--- config.mk ---
export PLATFORM = sky130hd
export DESIGN_NAME = binary_mul_pipe_n
export DESIGN_NICKNAME = d
export VERILOG_FILES = /design/src/rtl/binary_mul_pipe_n.sv
export SDC_FILE = /design/constraint.sdc
export NUM_CORES = 1
export LEC_CHECK = 0
export BUFFER_PORTS_ARGS = -buffer_cell sky130_fd_sc_hd__clkbuf_2
export CAP_MARGIN = 15
export CELL_PAD_IN_SITES_DETAIL_PLACEMENT = 1
export CELL_PAD_IN_SITES_GLOBAL_PLACEMENT = 2
export CORE_MARGIN = 1
export CORE_UTILIZATION = 39
export DETAILED_ROUTE_END_ITERATION = 7
export PLACE_DENSITY = 0.76
export SLEW_MARGIN = 5
export SYNTH_ARGS = -nofsm -noshare
export SYNTH_HDL_FRONTEND = slang
export SYNTH_SLANG_ARGS = --single-unit
--- constraint.sdc ---
create_clock -name clk -period 3.92 [get_ports clk]
set_input_delay 0.98 -clock clk [delete_from_list [all_inputs] [get_ports clk]]
set_output_delay 0.98 -clock clk [all_outputs]
set_load 0.02 [all_outputs]
--- src/rtl/binary_mul_pipe_n.sv ---
// binary_mul_pipe_n
//   Pipelined WIDTH x WIDTH carry-save array multiplier with a per-operation
//   unsigned / two's-complement select (Baugh-Wooley correction gated by tc).
//   The array rows (half-adder row, full-adder rows, ripple merge row) are
//   divided over STAGES register stages. The last register stage is the
//   product register P. It loads only when a valid operation reaches it, so
//   P holds its value through bubbles.
//
// Ports
//   clk        rising-edge clock
//   rst_n      asynchronous active-low reset (clears all stages, P, out_valid)
//   en         global advance; 0 freezes every register
//   in_valid   A/B/tc carry a new operation (sampled when en=1)
//   tc         0: unsigned operands, 1: two's-complement operands
//   A, B       WIDTH-bit multiplicand / multiplier
//   out_valid  P holds a newly completed product
//   P          2*WIDTH-bit product register
module binary_mul_pipe_n #(
  parameter int unsigned WIDTH  = 4,
  parameter int unsigned STAGES = 2
) (
  input  logic                 clk,
  input  logic                 rst_n,
  input  logic                 en,
  input  logic                 in_valid,
  input  logic                 tc,
  input  logic [WIDTH-1:0]     A,
  input  logic [WIDTH-1:0]     B,
  output logic                 out_valid,
  output logic [2*WIDTH-1:0]   P
);

  localparam int unsigned PW = 2 * WIDTH;

  // One pipeline slot. Finished low product bits live in the low end of the
  // sum vector. B bits already folded into the array are never read again
  // downstream.
  typedef struct packed {
    logic [PW-1:0]    s;
    logic [PW-1:0]    c;
    logic [WIDTH-1:0] a;
    logic [WIDTH-1:0] b;
    logic             tc;
    logic             v;
  } stage_t;

  stage_t stage_q [STAGES];
  stage_t stage_d [STAGES];

  // Last array row (1..WIDTH) evaluated in stage k. Rows left over after an
  // even split go to the earliest stages, which keeps the merge row (row
  // WIDTH) in the last stage.
  function automatic int unsigned stage_last(input int unsigned k);
    int unsigned extra;
    extra = ((k + 1) < (WIDTH % STAGES)) ? (k + 1) : (WIDTH % STAGES);
    return (k + 1) * (WIDTH / STAGES) + extra;
  endfunction

  function automatic int unsigned stage_first(input int unsigned k);
    return (k == 0) ? 1 : stage_last(k - 1) + 1;
  endfunction

  // Partial-product row j placed at column offset j. In signed mode, bits
  // that involve exactly one operand MSB are inverted (Baugh-Wooley).
  function automatic logic [PW-1:0] pp_row(input logic [WIDTH-1:0] a,
                                           input logic b_j,
                                           input logic t,
                                           input int unsigned j);
    logic [PW-1:0] row;
    row = '0;
    for (int unsigned i = 0; i < WIDTH; i++) begin
      row[i + j] = (a[i] & b_j) ^ (t & ((i == WIDTH - 1) != (j == WIDTH - 1)));
    end
    return row;
  endfunction

  // Row 1: half-adder row (carry vector is still empty).
  // Rows 2..WIDTH-1: full-adder rows folding in partial product row r.
  // Row WIDTH: ripple vector-merge of sum and carry.
  function automatic stage_t apply_row(input stage_t st, input int unsigned r);
    stage_t        nx;
    logic [PW-1:0] pp;
    logic          cy;
    nx = st;
    if (r == WIDTH) begin
      cy = 1'b0;
      for (int unsigned i = 0; i < PW; i++) begin
        nx.s[i] = st.s[i] ^ st.c[i] ^ cy;
        cy      = (st.s[i] & st.c[i]) | (st.s[i] & cy) | (st.c[i] & cy);
      end
      nx.c = '0;
    end else begin
      pp = pp_row(st.a, st.b[r], st.tc, r);
      if (r == 1) begin
        nx.s = st.s ^ pp;
        nx.c = (st.s & pp) << 1;
      end else begin
        nx.s = st.s ^ st.c ^ pp;
        nx.c = ((st.s & st.c) | (st.s & pp) | (st.c & pp)) << 1;
      end
    end
    return nx;
  endfunction

  always_comb begin
    stage_t        cur;
    logic [PW-1:0] bw_const;

    stage_d = stage_q;

    // Row 0 carries the Baugh-Wooley constants: columns WIDTH and PW-1 are
    // outside the span of partial-product row 0, so they ride along for free.
    bw_const         = '0;
    bw_const[WIDTH]  = tc;
    bw_const[PW-1]   = tc;
    cur              = '0;
    cur.s            = pp_row(A, B[0], tc, 0) | bw_const;
    cur.a            = A;
    cur.b            = B;
    cur.tc           = tc;
    cur.v            = in_valid;

    for (int unsigned k = 0; k < STAGES; k++) begin
      if (k != 0) begin
        cur = stage_q[k - 1];
      end
      for (int unsigned r = 1; r <= WIDTH; r++) begin
        if ((r >= stage_first(k)) && (r <= stage_last(k))) begin
          cur = apply_row(cur, r);
        end
      end
      if (k < STAGES - 1) begin
        stage_d[k] = cur;
      end else begin
        // Output slot: only the product and its valid bit matter; the
        // product is held unless a valid result arrives.
        stage_d[k]   = '0;
        stage_d[k].v = cur.v;
        stage_d[k].s = cur.v ? cur.s : stage_q[k].s;
      end
    end
  end

  always_ff @(posedge clk or negedge rst_n) begin
    if (!rst_n) begin
      stage_q <= '{default: '0};
    end else if (en) begin
      stage_q <= stage_d;
    end
  end

  assign P         = stage_q[STAGES - 1].s;
  assign out_valid = stage_q[STAGES - 1].v;

endmodule
==> results of run 1 <==
## critical path, delay by kind of cell (launching register included)
kind / cells / cell delay [ps]
fa+ha+maj: 4 / 1450
mux: 1 / 260
simple gates: 1 / 90
flops: 1 / 420
xor+xnor: 2 / 550
## cells by family after synthesis
logic type,share of synthesized area
adder cells (fa/ha/maj),0.1691
buffers and inverters,0.06064
XOR/XNOR,0.05209
AO/OA/AOI/OAI,0.006832
AND/OR/NAND/NOR,0.06489
flip-flops,0.4441
multiplexers,0.2024
## stage by stage
stage / power [µW] / setup slack [ps] / instance area, µm² / hold slack [ps] / utilization
2_1_floorplan: 631.7 / 1169 / 1465 / 472.7 / -
3_3_place_gp: 662.4 / 1161 / 1546 / 491.2 / 0.4459
3_5_place_dp: 679.0 / 1027 / 1546 / 499.9 / 0.4459
4_1_cts: 851.6 / 1024 / 1602 / 519.2 / 0.4618
5_1_grt: 897.8 / 927.9 / 1602 / 533.4 / 0.4618
6_report: 834.4 / 1034 / 1602 / 515.7 / 0.4618
## layout by cell type, fill, tap and decap left out
master,netlist,layout
sky130_fd_sc_hd__dfrtp_1,26,26
sky130_fd_sc_hd__clkbuf_2,0,21
sky130_fd_sc_hd__mux2_2,17,17
sky130_fd_sc_hd__and2_1,9,9
sky130_fd_sc_hd__fa_1,8,8
sky130_fd_sc_hd__mux2_4,7,7
sky130_fd_sc_hd__ha_1,7,7
sky130_fd_sc_hd__nand2_1,6,6
sky130_fd_sc_hd__xnor2_1,6,6
sky130_fd_sc_hd__clkbuf_8,0,4
sky130_fd_sc_hd__inv_1,2,2
sky130_fd_sc_hd__o21ai_0,2,2
sky130_fd_sc_hd__nand3_1,1,1
sky130_fd_sc_hd__nand2_4,1,1
sky130_fd_sc_hd__xor3_1,1,1
## metal layers
layer | part of all wire | track usage | vias up | wire [µm]
li1 | - | - | 363 | -
met3 | 0.035 | 0.03442 | 2 | 88
met4 | 0.0032 | 0.02841 | 0 | 8
met2 | 0.51 | 0.2567 | 18 | 1294
met1 | 0.45 | 0.1777 | 411 | 1129
met5 | 0 | 0 | - | 0
## power groups by stage
stage | registers (µW) | logic [µW] | clock network (µW)
global route | 379 | 327 | 192
global placement | 372 | 290 | 0
floorplan | 363 | 269 | 0
finish | 369 | 296 | 169
detailed placement | 378 | 301 | 0
CTS | 372 | 303 | 177
## state kept, by name (all words and copies together), names as in the netlist
| name | flops |
|---|---|
| P | 8 |
| out_valid | 1 |
| stage_d | 1 |
| stage_q | 16 |
## layout make-up
type,count,area [µm²],area share
Clock buffer,4,55.05,0.03437
Multi-Input combinational cell,65,725.7,0.4531
Timing Repair Buffer,21,105.1,0.06562
Sequential cell,26,650.6,0.4062
Tap cell,46,57.56,0.03594
Inverter,2,7.507,0.004687
## path summary, 6_finish.rpt
path,start,slack [ps],cells after the start,to
worst max-delay path,stage_q[31]$_DFFE_PN0P_,1030,8,P[7]$_DFFE_PN0P_
worst min-delay path,P[3]$_DFFE_PN0P_,520,1,P[3]$_DFFE_PN0P_
worst max register to register,stage_q[31]$_DFFE_PN0P_,1030,8,P[7]$_DFFE_PN0P_
worst min register to register,P[3]$_DFFE_PN0P_,520,1,P[3]$_DFFE_PN0P_
max in group asynchronous,rst_n,2760,1,P[6]$_DFFE_PN0P_
min in group asynchronous,rst_n,730,1,P[1]$_DFFE_PN0P_
==> results.ini, run 1 <==
[timing]
final.setup_skew_ps = 3.662
layout_worst_path_cycle_share = 0.7362
timing.slew.headroom = 0.5543
final_report_max_slew_violation_count = 0
worst_pin_slew_ps = 668.5
tns_ps = 0
period_needed_ps = 2886
rsz0062_at_grt = false
clock.fmax_ghz = 0.3465
setup-violations-final = 0
final-hold-violation-count = 0

[critical_path]
critical-path-max-stage-delay_ps = 450
critical_path.endpoint_type = flop
worst-endpoint-required_ps = 4080
critical-path-top-cell-by-count = sky130_fd_sc_hd__fa_1
cp.arrival_ps = 3040
timing.critical_path.from_type = flop
path_cells = nand2_1 -> xnor2_1 -> fa_1 -> ha_1 -> fa_1 -> fa_1 -> xor3_1 -> mux2_2
critical_path.max_fanout = 5
worstSetupPathType = flop to flop
crit_path_top_delay_cell = sky130_fd_sc_hd__fa_1

[flow_run]
max_cap_check_violation_count = 0

[global_route]
grt_pass1_vias = 914
grt_first_pass_wirelength_um = 4450
grt_max_degree = 27
grt_util_all_layers = 0.1445
grt_antenna_before_repair = 0
grt_remaining_overflow = 0

[floorplanning]
initial_core_util = 0.4224
dieArea_um2 = 4006
num_rows = 21
die_w_um = 63.29
core_area_um2 = 3468
ios = 22
dieHeight_um = 63.29

[cells_and_area]
post_route_cells_drive_above_1_share = 0.4237
nFillCells = 374
fin_nets = 147
antenna-diode-count = 0
layout-area-overhead-vs-synth_pct = 9.309
stdcell_count = 164

[clocking]
cts.repair.resized = 0
clock_insertion_delay_worst_skew_ps = 270
htree_num_levels = 1
clock_tree.root_cell = sky130_fd_sc_hd__clkbuf_8
cts-hold-fix-buffers = 0
clock_pin_slew_reported_for_the_worst_setup_and_hold_paths_after_clock_tree_synthesis_ps = 90
tritoncts.num_buffers = 3
clock_tree_from_tritoncts = done
post-cts-setup-buffers = 0
max-clock-path-buffers = 2
clock_sink_count = 26

[placement]
gp_congestion = 0.7674
place_inst = 160
buffer_ports.inserted = 21
dp_hpwl_um = 2030

[worst_hold_path]
hold_path_class = flop to flop

[power_and_ir_drop]
total_power_per_unit_cell_area_nw_per_um2 = 521.0
power.internal_uw = 574.8
vdd_drop_max_mv = 0.2721
sequentialPowerShare = 0.442
share_clk_of_total_power = 0.203
switching_share = 0.3111
static-leakage-power_uw = 0.0007772
comb_power_share = 0.355
power.net_switching_uw = 259.6

[logic_synthesis]
yosysTopAreaCell = sky130_fd_sc_hd__dfrtp_1
mappedNetlistArea_um2 = 1465
ys.warnings.count = 0
yosysMostFrequentCell = sky130_fd_sc_hd__dfrtp_1
yosys-top-cells-count = sky130_fd_sc_hd__dfrtp_1 (26), sky130_fd_sc_hd__mux2_2 (17), sky130_fd_sc_hd__and2_1 (9)
synthTopCellsByArea = sky130_fd_sc_hd__dfrtp_1 (44%), sky130_fd_sc_hd__mux2_2 (13%), sky130_fd_sc_hd__fa_1 (11%), sky130_fd_sc_hd__mux2_4 (7.2%), sky130_fd_sc_hd__ha_1 (6.0%)
postSynth.topFlopCell = sky130_fd_sc_hd__dfrtp_1
number_of_synthesized_flops_with_an_enable_pin = 0
synthesis.instances = 104
ys_seq_elements = 26
async_set_or_reset_register_ratio_after_synthesis = 1.000
ys_types = 16
synth-seq-area-share = 0.4441
yosysTopAreaCellShare = 0.4441
synth.avg_cell_area_um2 = 14.09
mappedNetlistNets = 132

[detailed_routing]
drc = 0
detail-route-antenna-nets = 0
vias_per_cell = 4.841
wl_um = 2521
drtPass1Iterations = 3
drt_iter0_markers = 6
avgRoutedWirePerCell_um = 15.37
vias = 794

[outcome]
outcome = completed

(Power assumes the default switching activity.)
==> inputs of run 2 (changes only) <==
==> constraint.sdc (replaced) <==
create_clock -name clk -period 2.8 [get_ports clk]
set_input_delay 0.7 -clock clk [delete_from_list [all_inputs] [get_ports clk]]
set_output_delay 0.7 -clock clk [all_outputs]
set_load 0.02 [all_outputs]
==> run 2 against run 1 <==
  * Register-to-register slack lost 930 ps
  * Global-route usage about the same
  * Sequential cell count did not move
  * First-iteration DRC count is 33% higher
  * Critical path depth unchanged
  * Via count rose by 2.3%
  * Final area up 1.5%
==> results.ini, run 2 (synthesized netlist as in run 1, its figures left out) <==
[outcome]
outcome = completed

[power_and_ir_drop]
sequentialPowerShare = 0.440  ; -0.002
static-leakage-power_uw = 0.0007910  ; +1.8%
switching_share = 0.3138  ; +0.002723
share_clk_of_total_power = 0.206  ; +0.003
power.internal_uw = 802.8  ; +40%
comb_power_share = 0.353  ; -0.002
power.net_switching_uw = 367.1  ; +41%
vdd_drop_max_mv = 0.3701  ; +36%
total_power_per_unit_cell_area_nw_per_um2 = 719.8  ; +38%

[clocking]
htree_num_levels = 1  ; unchanged
tritoncts.num_buffers = 3  ; unchanged
cts-hold-fix-buffers = 0  ; unchanged
clock_tree_from_tritoncts = done
max-clock-path-buffers = 2  ; unchanged
clock_insertion_delay_worst_skew_ps = 270  ; about the same
clock_sink_count = 26  ; unchanged
clock_pin_slew_reported_for_the_worst_setup_and_hold_paths_after_clock_tree_synthesis_ps = 90  ; about the same
clock_tree.root_cell = sky130_fd_sc_hd__clkbuf_8

[timing]
final-hold-violation-count = 0  ; unchanged
final_report_max_slew_violation_count = 0  ; unchanged
worst_pin_slew_ps = 656.9  ; -11.65 ps
timing.slew.headroom = 0.5621  ; +0.007768
setup-violations-final = 0  ; unchanged
period_needed_ps = 2694  ; -191.9 ps
clock.fmax_ghz = 0.3712  ; +7.1%
rsz0062_at_grt = false
layout_worst_path_cycle_share = 0.9621  ; +0.2259
final.setup_skew_ps = 1.009  ; -2.654 ps

[cells_and_area]
largest_register_ff_count = 16  ; unchanged
layout.cell_area.non_filler_um2 = 1625  ; +1.5%
layout_commonest_cell = sky130_fd_sc_hd__dfrtp_1
registers.top_by_ff_count = stage_q
antenna-diode-count = 0  ; unchanged
most-common-layout-cells = sky130_fd_sc_hd__dfrtp_1 (25), sky130_fd_sc_hd__clkbuf_2 (21), sky130_fd_sc_hd__mux2_2 (17)
stdcell_count = 166  ; +1.2%
layout-area-overhead-vs-synth_pct = 10.93
fin_nets = 149  ; +1.4%
post_route_cells_drive_above_1_share = 0.4500  ; +0.02627

[global_route]
grt_first_pass_wirelength_um = 4402  ; -1.1%
grt_util_all_layers = 0.1446  ; about the same
grt_pass1_vias = 891  ; -2.5%
grt_remaining_overflow = 0  ; unchanged
grt_antenna_before_repair = 0  ; unchanged
grt_max_degree = 27  ; unchanged

[detailed_routing]
vias_per_cell = 4.892  ; +1.0%
avgRoutedWirePerCell_um = 15.48  ; +0.72%
drtPass1Iterations = 3  ; unchanged
wl_um = 2570  ; +1.9%
drt_iter0_markers = 8  ; +2
detail-route-antenna-nets = 0  ; unchanged
drc = 0  ; unchanged
vias = 812  ; +2.3%

[critical_path]
setup.reg_to_reg.worst_slack_ps = 110  ; -930 ps
timing.critical_path.from_type = flop
critical_path.max_fanout = 4  ; -1
crit-reg2reg-capture = P[7]$_DFFE_PN0P_
worst-endpoint-required_ps = 2960  ; -1120 ps
critical_path.endpoint_type = flop
reg2reg_from = stage_q[31]$_DFFE_PN0P_
worst_r2r_path_cells = 8  ; unchanged
cp.arrival_ps = 2860  ; -180 ps
worstSetupPathType = flop to flop

[placement]
buffer_ports.inserted = 21  ; unchanged
gp_congestion = 0.7675  ; about the same
dp_hpwl_um = 2065  ; +1.7%
placed_standard_cell_area_um2 = 1546  ; unchanged
place_inst = 160  ; unchanged

[floorplanning]
initial_core_util = 0.4224  ; unchanged
num_rows = 21  ; unchanged
ios = 22  ; unchanged
dieHeight_um = 63.29  ; unchanged
core_area_um2 = 3468  ; unchanged
die_w_um = 63.29  ; unchanged
dieArea_um2 = 4006  ; unchanged

[flow_run]
max_cap_check_violation_count = 0  ; unchanged

[worst_hold_path]
hold_path_class = input port to async pin

## run 2: how the worst max path moves through the flow
stage / startpoint / endpoint / slack (ps)
after floorplan: stage_q[27]$_DFFE_PN0P_ / P[7]$_DFFE_PN0P_ / 50
after global placement: stage_q[27]$_DFFE_PN0P_ / P[7]$_DFFE_PN0P_ / 40
after detailed placement: stage_q[31]$_DFFE_PN0P_ / P[7]$_DFFE_PN0P_ / -100
after CTS: stage_q[31]$_DFFE_PN0P_ / P[7]$_DFFE_PN0P_ / 80
after global routing: stage_q[31]$_DFFE_PN0P_ / P[7]$_DFFE_PN0P_ / 20
final: stage_q[31]$_DFFE_PN0P_ / P[7]$_DFFE_PN0P_ / 110
## run 2: through the flow
stage / util / hold slack (ps) / power [µW] / TNS, ps / worst slack [ps]
floorplan: - / 404.4 / 884.3 / 0 / 48.87
global placement: 0.4459 / 491.2 / 927.3 / 0 / 40.88
detailed placement: 0.4459 / 499.1 / 950.9 / -97.15 / -97.15
CTS: 0.4686 / 467.4 / 1195 / 0 / 75.38
global route: 0.4686 / 473.8 / 1260 / 0 / 21.16
finish: 0.4686 / 443.0 / 1170 / 0 / 106.1
## run 2: what timing repair did
action / 4_1_cts / 5_1_grt
setup endpoints to repair: 1 / 0
setup buffers: 2 / 0
endpoints found under the hold margin: 0 / 0
gates resized for setup: 2 / 0
## run 2: power by group through the flow
| stage | registers, µW | clock network (µW) | logic (µW) |
|---|---|---|---|
| floorplan | 508 | 0 | 376 |
| global route | 528 | 274 | 457 |
| global placement | 521 | 0 | 406 |
| detailed placement | 528 | 0 | 423 |
| finish | 515 | 242 | 413 |
| CTS | 519 | 248 | 428 |
## run 2: final cells by class
type | instances | area (µm²)
fill | 384 | 1843
multi-input combinational | 65 | 733.2
sequential | 26 | 651.9
timing repair buffer | 23 | 120.1
tap | 46 | 57.56
clock buffer | 4 | 55.05
inverter | 2 | 7.507
## run 2: critical path: stages (launching register included)
cell and delay [ps]:
sky130_fd_sc_hd__dfrtp_1 400, sky130_fd_sc_hd__nand2_1 110, sky130_fd_sc_hd__xnor2_2 180, sky130_fd_sc_hd__fa_1 440, sky130_fd_sc_hd__ha_1 220, sky130_fd_sc_hd__fa_1 380, sky130_fd_sc_hd__fa_1 390, sky130_fd_sc_hd__xor3_1 200
sky130_fd_sc_hd__mux2_2 260
## run 2: layer usage
layer	share of wire	GRT usage	wire length, µm	vias up
met5	0	0	0	-
met4	0.0027	0.02557	7	0
met3	0.038	0.03442	97	2
met2	0.53	0.2527	1350	18
met1	0.43	0.1828	1115	423
li1	-	-	-	369
